$ cat config.mk
export PLATFORM = sky130hd
export DESIGN_NAME = guitar_lane_scorer_flat
export DESIGN_NICKNAME = d
export VERILOG_FILES = /design/src/rtl/guitar_lane_scorer_if.sv /design/src/rtl/guitar_lane_scorer.sv /design/src/flat_wrapper.sv
export SDC_FILE = /design/constraint.sdc
export NUM_CORES = 1
export LEC_CHECK = 0
export ABC_CLOCK_PERIOD_IN_PS = 5500
export BUFFER_PORTS_ARGS = -buffer_cell sky130_fd_sc_hd__buf_2
export CORE_MARGIN = 4
export CORE_UTILIZATION = 57
export CTS_BUF_LIST = sky130_fd_sc_hd__clkbuf_4 sky130_fd_sc_hd__clkbuf_8
export DETAILED_ROUTE_END_ITERATION = 10
export PLACE_DENSITY = 0.84
export SETUP_SLACK_MARGIN = 0.2
export SYNTH_ARGS = -nofsm -noshare
export SYNTH_HDL_FRONTEND = slang
export SYNTH_SLANG_ARGS = --single-unit
export TNS_END_PERCENT = 20
$ cat constraint.sdc
create_clock -name clk -period 5.5 [get_ports clk]
set_clock_uncertainty 0.15 [all_clocks]
set_input_delay 0.825 -clock clk [delete_from_list [all_inputs] [get_ports clk]]
set_output_delay 0.825 -clock clk [all_outputs]
set_load 0.01 [all_outputs]
$ cat src/rtl/guitar_lane_scorer_if.sv
// Lane/pixel bus between the note-lane blocks, the VGA sync stage and the
// scorer. The game controller sees it through the slave modport; whatever
// drives the lanes and consumes the pixel uses the master modport.
interface guitar_lane_scorer_if #(
    parameter int N_LANES = 4,
    parameter int SCORE_W = 16
);
    // Stimulus towards the scorer
    logic                   start;
    logic                   bright;
    logic [9:0]             hCount;
    logic [9:0]             vCount;
    logic [2*N_LANES-1:0]   lane_flag;
    logic [N_LANES-1:0]     lane_hit;
    logic [N_LANES-1:0]     lane_miss;
    logic [N_LANES-1:0]     lane_gone;
    logic                   gameover_in;
    logic [11:0]            title_rgb;
    logic [11:0]            gover_rgb;

    // Results from the scorer
    logic [11:0]            rgb;
    logic [SCORE_W-1:0]     score;
    logic [7:0]             combo;
    logic [7:0]             misses;
    logic [2:0]             mult;
    logic [49:0]            speed_shift;
    logic [1:0]             gamestate;

    modport master (
        output start, bright, hCount, vCount, lane_flag, lane_hit, lane_miss,
               lane_gone, gameover_in, title_rgb, gover_rgb,
        input  rgb, score, combo, misses, mult, speed_shift, gamestate
    );

    modport slave (
        input  start, bright, hCount, vCount, lane_flag, lane_hit, lane_miss,
               lane_gone, gameover_in, title_rgb, gover_rgb,
        output rgb, score, combo, misses, mult, speed_shift, gamestate
    );
endinterface

$ cat src/rtl/guitar_lane_scorer.sv
// Game controller for the guitar-hero VGA design: game-state FSM, combo
// multiplier, miss limit, saturating score, speed output for the block movers
// and the registered pixel mux feeding the VGA output stage.
module guitar_lane_scorer #(
    parameter int N_LANES    = 4,
    parameter int SCORE_W    = 16,
    parameter int COMBO_STEP = 8,
    parameter int MAX_MULT   = 4,
    parameter int MAX_MISSES = 10,
    parameter int SPEED_STEP = 1000,
    parameter int SPEED_CAP  = 200000,
    parameter int ZONE_H0    = 144,
    parameter int ZONE_H1    = 784,
    parameter int ZONE_V0    = 400,
    parameter int ZONE_V1    = 455,
    // lane i colour lives at [12i+11:12i]: lane0 red, lane1 blue, lane2 yellow, lane3 pink
    parameter logic [12*N_LANES-1:0] LANE_COLORS = {12'hF6B, 12'hFF0, 12'h00F, 12'hF00}
) (
    input  logic                 clk,
    input  logic                 resetbtn,
    guitar_lane_scorer_if.slave  bus
);
    localparam logic [1:0] S_NONE  = 2'b00;
    localparam logic [1:0] S_TITLE = 2'b01;
    localparam logic [1:0] S_PLAY  = 2'b10;
    localparam logic [1:0] S_OVER  = 2'b11;

    // Headroom for score + hits*mult before saturation
    localparam int SUM_W = SCORE_W + 8;
    localparam logic [SUM_W-1:0] SCORE_MAX  = SUM_W'({SCORE_W{1'b1}});
    localparam logic [7:0]       MISS_LIM   = 8'(MAX_MISSES);
    localparam logic [7:0]       MULT_TOP   = 8'(MAX_MULT - 1);
    localparam logic [49:0]      SPEED_K    = 50'(SPEED_STEP);
    localparam logic [49:0]      SPEED_TOP  = 50'(SPEED_CAP);
    localparam logic [9:0]       H0 = 10'(ZONE_H0);
    localparam logic [9:0]       H1 = 10'(ZONE_H1);
    localparam logic [9:0]       V0 = 10'(ZONE_V0);
    localparam logic [9:0]       V1 = 10'(ZONE_V1);

    logic [1:0]             r_state, w_state_next;
    logic [SCORE_W-1:0]     r_score, w_score_next;
    logic [7:0]             r_combo, w_combo_next;
    logic [7:0]             r_misses, w_misses_next;
    logic [49:0]            r_speed, w_speed_next;
    logic [11:0]            r_rgb, w_rgb_next;

    logic [3:0]             w_hits, w_nmiss;
    logic [7:0]             w_combo_div;
    logic [2:0]             w_mult;
    logic [SUM_W-1:0]       w_score_sum;
    logic [SCORE_W-1:0]     w_score_sat;
    logic [8:0]             w_combo_sum, w_misses_sum;
    logic [7:0]             w_combo_upd, w_misses_upd;
    logic [49:0]            w_speed_prod;
    logic                   w_in_zone;
    logic [N_LANES-1:0]     w_lane_on;
    logic [12*N_LANES-1:0]  w_lane_rgb;
    logic [11:0]            w_play_rgb;

    // Count simultaneous hit and miss pulses across all lanes
    always_comb begin
        w_hits  = 4'd0;
        w_nmiss = 4'd0;
        for (int i = 0; i < N_LANES; i++) begin
            w_hits  = w_hits  + 4'(bus.lane_hit[i]);
            w_nmiss = w_nmiss + 4'(bus.lane_miss[i]);
        end
    end

    // Multiplier from the pre-update combo, clamped to MAX_MULT
    always_comb begin
        w_combo_div = 8'(r_combo / COMBO_STEP);
        if (w_combo_div >= MULT_TOP)
            w_mult = 3'(MAX_MULT);
        else
            w_mult = 3'(w_combo_div) + 3'd1;
    end

    // Saturating candidate values for the counters
    always_comb begin
        w_score_sum  = SUM_W'(r_score) + SUM_W'(w_hits) * SUM_W'(w_mult);
        w_score_sat  = (w_score_sum > SCORE_MAX) ? {SCORE_W{1'b1}} : w_score_sum[SCORE_W-1:0];
        w_combo_sum  = {1'b0, r_combo} + 9'(w_hits);
        w_misses_sum = {1'b0, r_misses} + 9'(w_nmiss);
        // a miss in the same cycle as hits still breaks the streak
        if (w_nmiss != 4'd0)
            w_combo_upd = 8'd0;
        else
            w_combo_upd = w_combo_sum[8] ? 8'hFF : w_combo_sum[7:0];
        w_misses_upd = w_misses_sum[8] ? 8'hFF : w_misses_sum[7:0];
    end

    // Game-state transitions and counter updates (counters move only in PLAY)
    always_comb begin
        w_state_next  = r_state;
        w_score_next  = r_score;
        w_combo_next  = r_combo;
        w_misses_next = r_misses;
        case (r_state)
            S_TITLE: begin
                if (bus.start) begin
                    w_state_next  = S_PLAY;
                    w_score_next  = '0;
                    w_combo_next  = 8'd0;
                    w_misses_next = 8'd0;
                end
            end
            S_PLAY: begin
                w_score_next  = w_score_sat;
                w_combo_next  = w_combo_upd;
                w_misses_next = w_misses_upd;
                // end-of-game conditions take precedence over the abort
                if (bus.gameover_in || (&bus.lane_gone) || (w_misses_upd >= MISS_LIM))
                    w_state_next = S_OVER;
                else if (!bus.start)
                    w_state_next = S_TITLE;
            end
            S_OVER: begin
                if (!bus.start)
                    w_state_next = S_TITLE;
            end
            S_NONE:  w_state_next = S_TITLE;
            default: w_state_next = S_TITLE;
        endcase
    end

    // Speed follows the registered score, capped
    always_comb begin
        w_speed_prod = 50'(r_score) * SPEED_K;
        w_speed_next = (w_speed_prod > SPEED_TOP) ? SPEED_TOP : w_speed_prod;
    end

    // Per-lane colour decode of the 2-bit pixel flags
    for (genvar gi = 0; gi < N_LANES; gi++) begin : g_lane
        assign w_lane_on[gi] = |bus.lane_flag[2*gi +: 2];
        assign w_lane_rgb[12*gi +: 12] =
            (bus.lane_flag[2*gi +: 2] == 2'b01) ? LANE_COLORS[12*gi +: 12] :
            (bus.lane_flag[2*gi +: 2] == 2'b10) ? 12'h0F0 :
            (bus.lane_flag[2*gi +: 2] == 2'b11) ? 12'hF20 : 12'h000;
    end

    assign w_in_zone = (bus.hCount >= H0) && (bus.hCount <= H1) &&
                       (bus.vCount >= V0) && (bus.vCount <= V1);

    // Play-field pixel: lowest-index flagged lane wins, else strike zone
    always_comb begin
        w_play_rgb = w_in_zone ? 12'hFFF : 12'h000;
        for (int i = N_LANES - 1; i >= 0; i--) begin
            if (w_lane_on[i])
                w_play_rgb = w_lane_rgb[12*i +: 12];
        end
    end

    // Screen source selection by game state, blanked outside display area
    always_comb begin
        w_rgb_next = 12'h000;
        if (bus.bright) begin
            case (r_state)
                S_TITLE: w_rgb_next = bus.title_rgb;
                S_PLAY:  w_rgb_next = w_play_rgb;
                S_OVER:  w_rgb_next = bus.gover_rgb;
                default: w_rgb_next = 12'h000;
            endcase
        end
    end

    // State, counters, speed and pixel registers
    always_ff @(posedge clk) begin
        if (resetbtn) begin
            r_state  <= S_TITLE;
            r_score  <= '0;
            r_combo  <= 8'd0;
            r_misses <= 8'd0;
            r_speed  <= 50'd0;
            r_rgb    <= 12'h000;
        end else begin
            r_state  <= w_state_next;
            r_score  <= w_score_next;
            r_combo  <= w_combo_next;
            r_misses <= w_misses_next;
            r_speed  <= w_speed_next;
            r_rgb    <= w_rgb_next;
        end
    end

    assign bus.rgb         = r_rgb;
    assign bus.score       = r_score;
    assign bus.combo       = r_combo;
    assign bus.misses      = r_misses;
    assign bus.mult        = w_mult;
    assign bus.speed_shift = r_speed;
    assign bus.gamestate   = r_state;
endmodule
$ cat src/flat_wrapper.sv
// flat-port wrapper written by rule: the top's interface ports become plain ports
module guitar_lane_scorer_flat 
#(
    parameter int N_LANES    = 4,
    parameter int SCORE_W    = 16,
    parameter int COMBO_STEP = 8,
    parameter int MAX_MULT   = 4,
    parameter int MAX_MISSES = 10,
    parameter int SPEED_STEP = 1000,
    parameter int SPEED_CAP  = 200000,
    parameter int ZONE_H0    = 144,
    parameter int ZONE_H1    = 784,
    parameter int ZONE_V0    = 400,
    parameter int ZONE_V1    = 455,
                                                                                           
    parameter logic [12*N_LANES-1:0] LANE_COLORS = {12'hF6B, 12'hFF0, 12'h00F, 12'hF00}
)
  (clk, resetbtn, bus_start, bus_bright, bus_hCount, bus_vCount, bus_lane_flag, bus_lane_hit, bus_lane_miss, bus_lane_gone, bus_gameover_in, bus_title_rgb, bus_gover_rgb, bus_rgb, bus_score, bus_combo, bus_misses, bus_mult, bus_speed_shift, bus_gamestate);
  guitar_lane_scorer_if #(.N_LANES(N_LANES), .SCORE_W(SCORE_W)) bus_i ();
  input  logic clk;
  input  logic resetbtn;
  input wire logic [$bits(bus_i.start)-1:0] bus_start;
  input wire logic [$bits(bus_i.bright)-1:0] bus_bright;
  input wire logic [$bits(bus_i.hCount)-1:0] bus_hCount;
  input wire logic [$bits(bus_i.vCount)-1:0] bus_vCount;
  input wire logic [$bits(bus_i.lane_flag)-1:0] bus_lane_flag;
  input wire logic [$bits(bus_i.lane_hit)-1:0] bus_lane_hit;
  input wire logic [$bits(bus_i.lane_miss)-1:0] bus_lane_miss;
  input wire logic [$bits(bus_i.lane_gone)-1:0] bus_lane_gone;
  input wire logic [$bits(bus_i.gameover_in)-1:0] bus_gameover_in;
  input wire logic [$bits(bus_i.title_rgb)-1:0] bus_title_rgb;
  input wire logic [$bits(bus_i.gover_rgb)-1:0] bus_gover_rgb;
  output wire logic [$bits(bus_i.rgb)-1:0] bus_rgb;
  output wire logic [$bits(bus_i.score)-1:0] bus_score;
  output wire logic [$bits(bus_i.combo)-1:0] bus_combo;
  output wire logic [$bits(bus_i.misses)-1:0] bus_misses;
  output wire logic [$bits(bus_i.mult)-1:0] bus_mult;
  output wire logic [$bits(bus_i.speed_shift)-1:0] bus_speed_shift;
  output wire logic [$bits(bus_i.gamestate)-1:0] bus_gamestate;
  assign bus_i.start = bus_start;
  assign bus_i.bright = bus_bright;
  assign bus_i.hCount = bus_hCount;
  assign bus_i.vCount = bus_vCount;
  assign bus_i.lane_flag = bus_lane_flag;
  assign bus_i.lane_hit = bus_lane_hit;
  assign bus_i.lane_miss = bus_lane_miss;
  assign bus_i.lane_gone = bus_lane_gone;
  assign bus_i.gameover_in = bus_gameover_in;
  assign bus_i.title_rgb = bus_title_rgb;
  assign bus_i.gover_rgb = bus_gover_rgb;
  assign bus_rgb = bus_i.rgb;
  assign bus_score = bus_i.score;
  assign bus_combo = bus_i.combo;
  assign bus_misses = bus_i.misses;
  assign bus_mult = bus_i.mult;
  assign bus_speed_shift = bus_i.speed_shift;
  assign bus_gamestate = bus_i.gamestate;
  guitar_lane_scorer #(.N_LANES(N_LANES), .SCORE_W(SCORE_W), .COMBO_STEP(COMBO_STEP), .MAX_MULT(MAX_MULT), .MAX_MISSES(MAX_MISSES), .SPEED_STEP(SPEED_STEP), .SPEED_CAP(SPEED_CAP), .ZONE_H0(ZONE_H0), .ZONE_H1(ZONE_H1), .ZONE_V0(ZONE_V0), .ZONE_V1(ZONE_V1), .LANE_COLORS(LANE_COLORS)) u_core (.clk(clk), .resetbtn(resetbtn), .bus(bus_i));
endmodule
==> metrics.cfg <==
[floorplan]
core_area_um2=12570
die_h_um=121.0
io_pins=168
die_w_um=121.0
std_cell_rows=41
dieArea_um2=14640
start_util_pct=57.90

[timing]
max-slew-margin-rel_pct=28.41
max_freq_mhz=194.8
finalCritPeriodShare_pct=93.36
hold_viol_final=0
rsz0062_at_grt=true
layout_min_cycle_time_ns=5.135
worstMarginPinSlew_ns=1.069
final_max_slew_viol_count=0
setup_viol=0

[worst_hold_path]
min_to=u_core.bus.combo[0]$_SDFFE_PP0P_
hold_path.class=register to register
hold_depth=2
hold_start=u_core.bus.combo[0]$_SDFFE_PP0P_

[power]
leakage_nw=4.204
vdd_drop_max_mv=0.2091
pwr-share-seq_pct=44.6
swShare_pct=27.14
finalPower_mw=1.157
pwr-share-clk_pct=41.6
p_switching_uw=314.1
p_per_area_nw_per_um2=135.9
p_int_uw=843.0
combPwrFrac_pct=13.8

[clocking]
htree_num_levels=3
cts_sinks=69
clk_pin_slew_ns=0.08
cts_hold_buf=0
clockBufferDepth=2
cts_made_buffers=9
clkLatencyLatePin_ns=0.36
cts_tree=yes
cts-root-buf=clkbuf_8

[placed_design]
gp_congestion=0.9246
place_area_um2=8187
portBuffers=137
hpwl_um=14410

[synth]
syn-cell-area_um2=7277
synth_warnings=0
ys_seq_area_share_pct=18.98
synthCells=871
synthFlopType=dfxtp_1
yosysUniqueCellTypes=72
synth-edff-count=0
synth_seq_cells=69
ys_async_sr_fraction_pct=0
synth.avg_cell_area_um2=8.355

[route]
drc_errors=0
first_pass_iters=5
num_vias=6671
drt_iter0_drc=459
wl_um=18050
vias_per_cell=5.550
ant_nets=0
avgRoutedWirePerCell_um=15.01

[worst_setup_path]
end_kind=register
startpoint=u_core.bus.score[3]$_SDFFE_PP0P_
reg2reg_depth=16
crit_fanout=9
cpMaxStageDelayCell=fa_1
crit_top_cell=fa_1
required_ns=5.66
crit_type=register to register
rr_startpoint=u_core.bus.score[3]$_SDFFE_PP0P_
critPathMaxStageDelay_ns=0.53
worstReg2RegEnd=u_core.bus.speed_shift[15]$_SDFF_PP0_
start_kind=register
cp.arrival_ns=5.30
crit_path_cell_trace=inv_1 > fa_1 > fa_1 > fa_1 > fa_1 > inv_1 > ha_2 > a21o_1 > and2_4 > o311ai_4 > nand3_2 > mux2_4 > a221o_1 > nor4_4 > buf_6 > and3_1
r2r_slack_ns=0.37

[layout]
seq_area_um2=1390
multi_input_area_um2=5309
finalNetCount=1240
final_util_pct=67.76
num_antenna_cells=0
drive_gt1_share_pct=22.04
fillers=1027
synthToLayoutAreaGrowth_pct=17.02
stdcell_area_um2=8516

[grt]
antenna_found_initial=0
track_usage_pct=24.37
grt_pass1_wl_um=28980
grt_max_degree=43
gr-usage-met2_pct=42.97
grt_pass1_vias=6418
grt_overflow=0
met1_usage_pct=28.72
met3_usage_pct=5.641
grt.busiest_layer=met2

[run_status]
status=finished, final reports clean

[flow_run]
drv_cap=0

## per-layer routing
| layer | part of all wire [%] | wire (um) |
|---|---|---|
| met4 | 2.8 | 512 |
| met1 | 39 | 7089 |
| met3 | 7.0 | 1263 |
| met5 | 0 | 0 |
| met2 | 51 | 9182 |
## synthesized netlist by cell type (4+ instances only)
master | instances | area [um^2]
inv_1 | 126 | 473.0
ha_1 | 82 | 1026
a21oi_1 | 78 | 390.4
nand2_1 | 71 | 266.5
dfxtp_1 | 69 | 1381
fa_1 | 63 | 1261
o21ai_0 | 62 | 310.3
nor2_1 | 43 | 161.4
buf_4 | 29 | 217.7
clkbuf_1 | 22 | 82.58
nand3_1 | 22 | 110.1
nor3_1 | 18 | 90.09
and2_1 | 15 | 93.84
a21o_1 | 10 | 75.07
and3_1 | 10 | 62.56
nor2b_1 | 10 | 62.56
xnor2_1 | 10 | 87.58
mux2_2 | 9 | 101.4
a31oi_1 | 8 | 50.05
mux2i_1 | 6 | 60.06
o2111ai_1 | 6 | 52.55
xor2_1 | 6 | 52.55
a211oi_1 | 5 | 37.54
a22oi_1 | 4 | 30.03
buf_2 | 4 | 20.02
nand2b_1 | 4 | 25.02
or3_1 | 4 | 25.02
## worst max-delay path by stage
stage                                                        to
after floorplan           u_core.bus.speed_shift[14]$_SDFF_PP0_
after global placement         u_core.bus.score[3]$_SDFFE_PP0P_
after detailed placement       u_core.bus.score[3]$_SDFFE_PP0P_
after CTS                  u_core.bus.speed_shift[6]$_SDFF_PP0_
after global routing      u_core.bus.speed_shift[15]$_SDFF_PP0_
final                     u_core.bus.speed_shift[15]$_SDFF_PP0_
## critical path: cells and delay by family, from the launching register on
kind,cells,cell delay (ns)
buffers and inverters,3,0.31
adders and majority gates,5,2.29
and+or+nand+nor,4,0.73
DFF,1,0.38
muxes,1,0.31
AOI/OAI and AO/OA,3,0.90
## power by group through the flow
stage / combinational, mW / sequential [mW] / clock (mW)
5_1_grt: 0.182 / 0.518 / 0.503
6_report: 0.159 / 0.517 / 0.481
3_3_place_gp: 0.154 / 0.529 / 0
4_1_cts: 0.160 / 0.517 / 0.485
2_1_floorplan: 0.107 / 0.531 / 0
3_5_place_dp: 0.158 / 0.529 / 0
## sequential cells by signal (all words and copies together), names as in the netlist
signal	cells
u_core.bus.rgb	12
u_core.bus.speed_shift	23
u_core.bus.misses	8
u_core.bus.combo	8
u_core.bus.gamestate	2
u_core.bus.score	16
## area by class of cell
| class | count | area share (%) |
|---|---|---|
| multi-input combinational | 654 | 62.34 |
| sequential | 69 | 16.32 |
| timing repair buffer | 166 | 10.65 |
| inverter | 126 | 5.554 |
| tap | 172 | 2.527 |
| clock buffer | 10 | 1.616 |
| clock inverter | 5 | 0.9844 |
## repair_timing
action	4_1_cts	5_1_grt
setup buffers	1	1
resized for setup	5	24
cloned	0	0
setup endpoints to repair	11	29
pin swaps	1	10
## cells in the final DEF (no fill, tap or decap), types with 3 or more instances in the layout
master | netlist | routed
a211oi_1 | 5 | 5
a21o_1 | 10 | 10
a21oi_1 | 78 | 76
a21oi_2 | 3 | 5
a22oi_1 | 4 | 4
a31oi_1 | 8 | 6
and2_1 | 15 | 15
and3_1 | 10 | 10
buf_2 | 4 | 137
buf_4 | 29 | 28
clkbuf_8 | 0 | 10
conb_1 | 1 | 35
dfxtp_1 | 69 | 64
dfxtp_2 | 0 | 4
fa_1 | 63 | 63
ha_1 | 82 | 77
ha_2 | 0 | 3
inv_1 | 126 | 125
mux2_2 | 9 | 9
mux2i_1 | 6 | 6
nand2_1 | 71 | 71
nand2b_1 | 4 | 4
nand3_1 | 22 | 22
nor2_1 | 43 | 42
nor2b_1 | 10 | 9
nor3_1 | 18 | 16
nor3b_1 | 3 | 3
nor4_1 | 3 | 3
o2111ai_1 | 6 | 5
o211ai_1 | 3 | 3
o21a_1 | 3 | 3
o21ai_0 | 62 | 61
o21ai_1 | 3 | 4
o31ai_1 | 3 | 3
o41ai_1 | 3 | 3
or3_1 | 4 | 4
xnor2_1 | 10 | 10
xor2_1 | 6 | 6
## stage by stage
step	setup WS (ns)	instances	hold slack, ns	TNS [ns]
finish	0.3653	1202	0.3331	0
global route	0.1556	1202	0.3511	0
CTS	0.1594	1201	0.3331	0
detailed placement	-0.04138	1185	0.3218	-0.04479
global placement	0.1112	1185	0.3174	0
floorplan	0.3106	905	0.3422	0
## cell families after synthesis
| family | after synthesis | share of synthesized area (%) |
|---|---|---|
| flops | 69 | 18.98 |
| mux | 16 | 2.424 |
| simple gates | 221 | 15.18 |
| fa+ha+maj | 145 | 31.43 |
| xor+xnor | 16 | 1.926 |
| other cells | 1 | 0.05153 |
| compound gates | 221 | 19.05 |
| buf+inv | 182 | 10.95 |
(Power assumes the default switching activity.)
